<file path="src/rtl/sd_frame_fetch.sv">
// Fetches one frame from an SD controller, sector by sector, and packs the
// byte stream big-endian into 32-bit frame-buffer writes.
module sd_frame_fetch #(
    parameter int unsigned WORDS        = 19200,
    parameter int unsigned SECTOR_BYTES = 512,
    parameter int unsigned ADDR_W       = 17
) (
    input  logic              clk,
    input  logic              rst_n,
    input  logic              start,
    input  logic [31:0]       base_addr,
    output logic              busy,
    output logic              done,
    output logic              sd_rd,
    output logic [31:0]       sd_address,
    input  logic              sd_ready_for_read,
    input  logic [7:0]        sd_byte,
    input  logic              sd_byte_available,
    output logic              wr_en,
    output logic [ADDR_W-1:0] wr_addr,
    output logic [31:0]       wr_data
);

    localparam int unsigned      CNT_W       = ADDR_W + 1;
    localparam int unsigned      SEC_W       = $clog2(SECTOR_BYTES + 1);
    localparam logic [CNT_W-1:0] WORDS_C     = CNT_W'(WORDS);
    localparam logic [SEC_W-1:0] LAST_BYTE   = SEC_W'(SECTOR_BYTES - 1);
    localparam logic [31:0]      SECTOR_STEP = 32'(SECTOR_BYTES);

    typedef enum logic [2:0] {
        S_IDLE,
        S_WAIT_RDY,
        S_ISSUE,
        S_RECV,
        S_FIN
    } state_e;

    state_e             state_q, state_d;
    logic [31:0]        base_q, base_d;
    logic [31:0]        sector_idx_q, sector_idx_d;
    logic [CNT_W-1:0]   word_cnt_q, word_cnt_d;
    logic [1:0]         byte_idx_q, byte_idx_d;
    logic [SEC_W-1:0]   sec_byte_q, sec_byte_d;
    logic [23:0]        shift_q, shift_d;
    logic               avail_q;
    logic               busy_q, busy_d;
    logic               done_q, done_d;
    logic               sd_rd_q, sd_rd_d;
    logic [31:0]        sd_address_q, sd_address_d;
    logic               wr_en_q, wr_en_d;
    logic [ADDR_W-1:0]  wr_addr_q, wr_addr_d;
    logic [31:0]        wr_data_q, wr_data_d;

    logic rx_evt_c;
    logic word_wr_c;
    logic sector_end_c;
    logic frame_more_c;

    // Byte events count only in RECV; the word limit gates writes, not consumption.
    assign rx_evt_c     = sd_byte_available && !avail_q && (state_q == S_RECV);
    assign word_wr_c    = rx_evt_c && (byte_idx_q == 2'd3) && (word_cnt_q < WORDS_C);
    assign sector_end_c = rx_evt_c && (sec_byte_q == LAST_BYTE);
    assign frame_more_c = (word_cnt_q + CNT_W'(word_wr_c)) < WORDS_C;

    always_ff @(posedge clk or negedge rst_n) begin
        if (!rst_n) begin
            state_q <= S_IDLE;
        end else begin
            state_q <= state_d;
        end
    end

    always_comb begin
        state_d = state_q;
        unique case (state_q)
            S_IDLE:     if (start) state_d = S_WAIT_RDY;
            S_WAIT_RDY: if (sd_ready_for_read) state_d = S_ISSUE;
            S_ISSUE:    if (!sd_ready_for_read) state_d = S_RECV;
            S_RECV:     if (sector_end_c) state_d = frame_more_c ? S_WAIT_RDY : S_FIN;
            S_FIN:      state_d = S_IDLE;
            default:    state_d = S_IDLE;
        endcase
    end

    always_comb begin
        base_d       = base_q;
        sector_idx_d = sector_idx_q;
        word_cnt_d   = word_cnt_q;
        byte_idx_d   = byte_idx_q;
        sec_byte_d   = sec_byte_q;
        shift_d      = shift_q;
        sd_rd_d      = 1'b0;
        sd_address_d = sd_address_q;
        wr_en_d      = 1'b0;
        wr_addr_d    = wr_addr_q;
        wr_data_d    = wr_data_q;
        busy_d       = (state_d != S_IDLE);
        done_d       = (state_d == S_FIN);

        unique case (state_q)
            S_IDLE: begin
                if (start) begin
                    base_d       = base_addr;
                    sector_idx_d = 32'd0;
                    word_cnt_d   = '0;
                    byte_idx_d   = 2'd0;
                    sec_byte_d   = '0;
                    shift_d      = 24'd0;
                end
            end
            S_WAIT_RDY: begin
                if (sd_ready_for_read) begin
                    sd_rd_d      = 1'b1;
                    sd_address_d = base_q + sector_idx_q * SECTOR_STEP;
                end
            end
            S_ISSUE: begin
                sd_rd_d = sd_ready_for_read;
            end
            S_RECV: begin
                if (rx_evt_c) begin
                    shift_d    = {shift_q[15:0], sd_byte};
                    byte_idx_d = byte_idx_q + 2'd1;
                    sec_byte_d = sector_end_c ? '0 : sec_byte_q + SEC_W'(1);
                    if (word_wr_c) begin
                        wr_en_d    = 1'b1;
                        wr_addr_d  = word_cnt_q[ADDR_W-1:0];
                        wr_data_d  = {shift_q, sd_byte};
                        word_cnt_d = word_cnt_q + CNT_W'(1);
                    end
                    if (sector_end_c && frame_more_c) begin
                        sector_idx_d = sector_idx_q + 32'd1;
                    end
                end
            end
            default: begin
            end
        endcase
    end

    always_ff @(posedge clk or negedge rst_n) begin
        if (!rst_n) begin
            base_q       <= 32'd0;
            sector_idx_q <= 32'd0;
            word_cnt_q   <= '0;
            byte_idx_q   <= 2'd0;
            sec_byte_q   <= '0;
            shift_q      <= 24'd0;
            avail_q      <= 1'b0;
            busy_q       <= 1'b0;
            done_q       <= 1'b0;
            sd_rd_q      <= 1'b0;
            sd_address_q <= 32'd0;
            wr_en_q      <= 1'b0;
            wr_addr_q    <= '0;
            wr_data_q    <= 32'd0;
        end else begin
            base_q       <= base_d;
            sector_idx_q <= sector_idx_d;
            word_cnt_q   <= word_cnt_d;
            byte_idx_q   <= byte_idx_d;
            sec_byte_q   <= sec_byte_d;
            shift_q      <= shift_d;
            avail_q      <= sd_byte_available;
            busy_q       <= busy_d;
            done_q       <= done_d;
            sd_rd_q      <= sd_rd_d;
            sd_address_q <= sd_address_d;
            wr_en_q      <= wr_en_d;
            wr_addr_q    <= wr_addr_d;
            wr_data_q    <= wr_data_d;
        end
    end

    assign busy       = busy_q;
    assign done       = done_q;
    assign sd_rd      = sd_rd_q;
    assign sd_address = sd_address_q;
    assign wr_en      = wr_en_q;
    assign wr_addr    = wr_addr_q;
    assign wr_data    = wr_data_q;

endmodule

</file>
<file path="config.mk">
export PLATFORM = sky130hd
export DESIGN_NAME = sd_frame_fetch
export DESIGN_NICKNAME = d
export VERILOG_FILES = /design/src/rtl/sd_frame_fetch.sv
export SDC_FILE = /design/constraint.sdc
export NUM_CORES = 1
export LEC_CHECK = 0
export BUFFER_PORTS_ARGS = -buffer_cell sky130_fd_sc_hd__buf_2
export CAP_MARGIN = 20
export CORE_UTILIZATION = 51
export DETAILED_ROUTE_END_ITERATION = 8
export PLACE_DENSITY = 0.72
export SLEW_MARGIN = 15
export SYNTH_ARGS = -nofsm -noshare
export SYNTH_HDL_FRONTEND = slang
export SYNTH_SLANG_ARGS = --single-unit
</file>
<file path="constraint.sdc">
create_clock -name clk -period 3.2 [get_ports clk]
set_input_delay 0.16 -clock clk [delete_from_list [all_inputs] [get_ports clk]]
set_output_delay 0.16 -clock clk [all_outputs]
set_load 0.01 [all_outputs]
</file>
# == Word level (Yosys, flattened, before mapping) ==
# Index checks and enable logic that the tools add are counted.
# word_totals
register_bits,207
input_bits,45
out_inout_bits,85
word_cells,78
# classes
addsub,6
magnitude_cmp,2
n_eq_ne,10
muxes,29
reduce_logical,16
# ops
operator,count
$mux 32,3
$pmux 32 s2,1
$mux 18,3
$mux 24,2
$pmux 24 s2,1
$lt 18x15->1 const B,2
$pmux 18 s2,1
$add 32x1->32 const B,1
$add 32x32->32,1
$mux 10,3
$pmux 10 s2,1
$add 18x1->18,1
$add 18x1->18 const B,1
$mux 3,5
$pmux 3 s4,1
$add 10x1->10 const B,1
$eq 10x9->1 const B,1
$reduce_and 4->1,2
$eq 3x2->1 const B,2
$logic_and 1x1->1,6
$ne 2x2->1 const B,3
$reduce_and 3->1,2
$mux 1,4
$mux 2,2
other kinds (12),13

# == Logic depth before layout (Yosys ltp) ==
# logic_depth
depth_word,11
ltp_mapped,11

# == Least setup slack after synthesis ==
# OpenSTA, ideal clock, no wires.
# synth_timing
path_type,reg2reg
startpoint,register word_cnt_q[12]
endpoint,register sector_idx_q[8]
setup_ns,0.119
arrival_time_ns,2.511
required_ns,3.081
slack_ns,0.570
path_stages_with_launch,9
synth_period_minus_slack_ns,2.630
path_cell_list,dfrtp_1 -> or2_1 -> a21o_1 -> a2111oi_4 -> mux2i_1 -> o21a_1 -> o21ai_1 -> o31a_1 -> o21a_1
# synth_between
elab_chain_len,7
# synth_lines
item,line_no,text
start: declaration,41,"logic [CNT_W-1:0] word_cnt_q, word_cnt_d;"
start signal: assignment,160,word_cnt_q <= word_cnt_d;
$lt 18x15->1,61,assign word_wr_c = rx_evt_c && (byte_idx_q == 2'd3) && (word_cnt_q < WORDS_C);
$logic_and 1x1->1,61,
$add 18x1->18 (*),63,assign frame_more_c = (word_cnt_q + CNT_W'(word_wr_c)) < WORDS_C;
$lt 18x15->1 (*),63,
$logic_and 1x1->1 (*),131,if (sector_end_c && frame_more_c) begin
$ne 2x1->1 (no line) (*),n/a,
$reduce_and 4->1 (no line) (*),n/a,
end signal: assignment,159,sector_idx_q <= sector_idx_d;
end: declaration,40,"logic [31:0] sector_idx_q, sector_idx_d;"
# Every way passes the cells marked *; elsewhere a longest branch is shown, timed or not.
# A chain may end at the register's enable or synchronous reset.

# == Final worst setup path ==
# layout_timing
startpoint,register word_cnt_q[12]
endpoint,register sector_idx_q[0]
# Same word-level chain as after synthesis.

==> out/metrics.cfg <==
[die]
die_w_um = 136
core_area_um2 = 17500
rows = 48
initial_utilization_pct = 52.7
die_h_um = 136
die_area_um2 = 18600
io_pins = 130

[finish]
fillers = 1393
areaGrowthSynthToFinish_pct = 21.6
num_antenna_cells = 0
drive_above_1_share_pct = 24.0
fin_cells = 1296
fin_nets = 1130

[logic_synthesis]
syn_area_um2 = 9210
avgSynthCellArea_um2 = 10.4
netlist_top_cells_count = 203 x nand2_1, 198 x dfrtp_1, 58 x mux2_2, 54 x nor2_1, 44 x o21ai_0
yosysMostFrequentCell = nand2_1
synth_area_leaders = dfrtp_1 54%, nand2_1 8.3%, mux2_2 7.1%
syn-num-nets = 960
ys_ff_latch = 198
synth_ff_type = dfrtp_1
ys_types = 61
ys_warn_count = 0
synthCells = 888
yosys.area.top_type = dfrtp_1
yosysSeqAreaShare_pct = 53.8
synth_top_area_share_pct = 53.8
async_flop_share_pct = 100
synth-edff-count = 0

[critical_path]
crit_required_ps = 3530
start_kind = flop
path_delay_family = compound AO/OA/AOI/OAI gates
cpPeakStageDelay_ps = 470
endpoint_kind = flop
cp_slowest_cell = dfrtp_1
cp.buffers_inverters = 1
path_class = flop to flop
cp_cell_sequence = or2_1 > a21o_1 > a211o_2 > inv_2 > a41oi_1 > o21a_1 > o21ai_1 > a211oi_1 > a31o_2
arrival_ps = 3200
crit_path_max_fanout = 11

[global_routing]
grt_overflow_total = 0
grt.total_usage_pct = 22.9
antenna_found_initial = 0
grt_pass1_vias = 6584
grt_max_degree = 95
grt_pass1_wl_mm = 33.2

[sta]
rsz0062_at_grt = no
maxSlewHeadroom_pct = 44.4
worstMarginPinSlew_ps = 826
max_freq_ghz = 0.348
slew_violations = 0
finalCritPeriodShare_pct = 89.8
setup_ws_ps = 327
skew_ps = 15.5
hold_viol_final = 0
setup_viol = 0
tns_ps = 0
timing.final.crit_period_ps = 2870

[job]
max_cap_viol_count = 0

[pwr]
ir_worst_vdd_mv = 0.407
power.density_nw_per_um2 = 564
p_total_uw = 6320
leakage_uw = 0.00560

[drt]
wl_mm = 19.9
vias = 6925
routedWlPerCell_um = 15.3
viasPerCell = 5.34
detailedRoute.firstIterationViolations = 335
drc_errors = 0
ant_nets = 0
drt-pass1-iter-count = 5

[cts]
clk_path_buf_depth = 2
cts-root-buf = clkbuf_16
cts_max_level = 4
clk-insertion-delay-late_ps = 450
clkSlewWorstSetupHoldPaths_ps = 80
cts_tree = built
cts_buffers = 17
cts.sinks = 198

[place]
place.gp.congestion = 0.861
dp_hpwl_mm = 13.3
place_ws_ps = 354
place_inst = 1221
io_buffers = 129

[run_status]
run_status = finished, final reports clean

[hold_path]
min_path_type = input port to flop

## placed cells by master (no fill, tap or decap), types with 8 or more instances in the layout
cell and count:
a211oi_1 8, a21oi_1 33, and3_1 9, buf_2 128
buf_4 15, clkbuf_16 17, dfrtp_1 198, dlygate4sd3_1 42
ha_1 26, inv_1 8, mux2_2 58, nand2_1 203
nand3_1 42, nand4_1 10, nor2_1 54, nor3_1 8
o21a_1 8, o21ai_0 44, o31ai_1 9, xnor2_1 30
xor2_1 22
## final cells by class
class / instances / area, um2 / share of cell area (%)
Clock buffer: 17 / 425 / 3.80
Clock inverter: 15 / 205 / 1.83
Inverter: 9 / 33.8 / 0.302
Multi-Input combinational cell: 645 / 4090 / 36.5
Sequential cell: 198 / 4950 / 44.2
Tap cell: 225 / 282 / 2.51
Timing Repair Buffer: 187 / 1210 / 10.8
## state kept, by name (all words and copies together) (netlist names), 10 cells and up
register / flops
word_cnt_q: 18
base_q: 32
sec_byte_q: 10
sd_address: 32
wr_data: 32
sector_idx_q: 23
wr_addr: 17
shift_q: 24
## worst register-to-register path: stages, from the launching register on
cell and delay, ps:
dfrtp_1 470, or2_1 270, a21o_1 190, a211o_2 460
inv_2 90, a41oi_1 230, o21a_1 300, o21ai_1 360
a211oi_1 140, a31o_2 240
## logic make-up (layout without fill, tap and decap cells)
kind of cell	Yosys count	count (layout)	share of synthesized area [%]
AO/OA/AOI/OAI	141	141	10.6
XOR/XNOR	52	52	4.94
adder cells (fa/ha/maj)	27	27	3.75
buffers and inverters	45	228	1.96
flip-flops	198	198	53.8
multiplexers	59	59	7.20
AND/OR/NAND/NOR	366	366	17.7
## routing by layer
| layer | wire length [um] | GRT usage [%] | up-vias | share of wire, % |
|---|---|---|---|---|
| met5 | 0 | 0 | - | 0 |
| met4 | 248 | 7.16 | 0 | 1.2 |
| met3 | 856 | 4.44 | 19 | 4.3 |
| met2 | 9270 | 36.7 | 175 | 47 |
| met1 | 9480 | 31.5 | 3338 | 48 |
| li1 | - | - | 3393 | - |
## power by group
| part | switching, uW | leakage (uW) | internal [uW] | total [uW] |
|---|---|---|---|---|
| combinational | 513 | 0.00271 | 504 | 1020 |
| clock | 1120 | 0.000306 | 1090 | 2220 |
| sequential | 240 | 0.00259 | 2840 | 3080 |
## final timing paths
kind,from,endpoint,slack (ps),cells past startpoint
max,word_cnt_q[12]$_DFFE_PN0P_,sector_idx_q[0]$_DFFE_PN0P_,330,9
min,sd_ready_for_read,sd_rd$_DFF_PN0_,20,2
max reg2reg,word_cnt_q[12]$_DFFE_PN0P_,sector_idx_q[0]$_DFFE_PN0P_,330,9
min reg2reg,sd_address[23]$_DFFE_PN0P_,sd_address[23]$_DFFE_PN0P_,480,2
max in group asynchronous,rst_n,base_q[20]$_DFFE_PN0P_,2000,3
min in group asynchronous,rst_n,sd_address[6]$_DFFE_PN0P_,330,2
## per-stage QoR
step | util [%] | hold slack, ps | instance area (um2)
3_3_place_gp | 58.0 | 271 | 10100
4_1_cts | 64.0 | 18.5 | 11200
2_1_floorplan | - | -136 | 9210
5_1_grt | 64.1 | 20.0 | 11200
6_report | 64.1 | 24.2 | 11200
3_5_place_dp | 58.0 | 271 | 10100
## what timing repair did
action	in CTS	in global routing
gates resized for setup	0	0
setup buffers	0	0
endpoints found under the hold margin	139	0
hold buffers	42	0
Note: power is estimated with default switching activity, not from simulation.
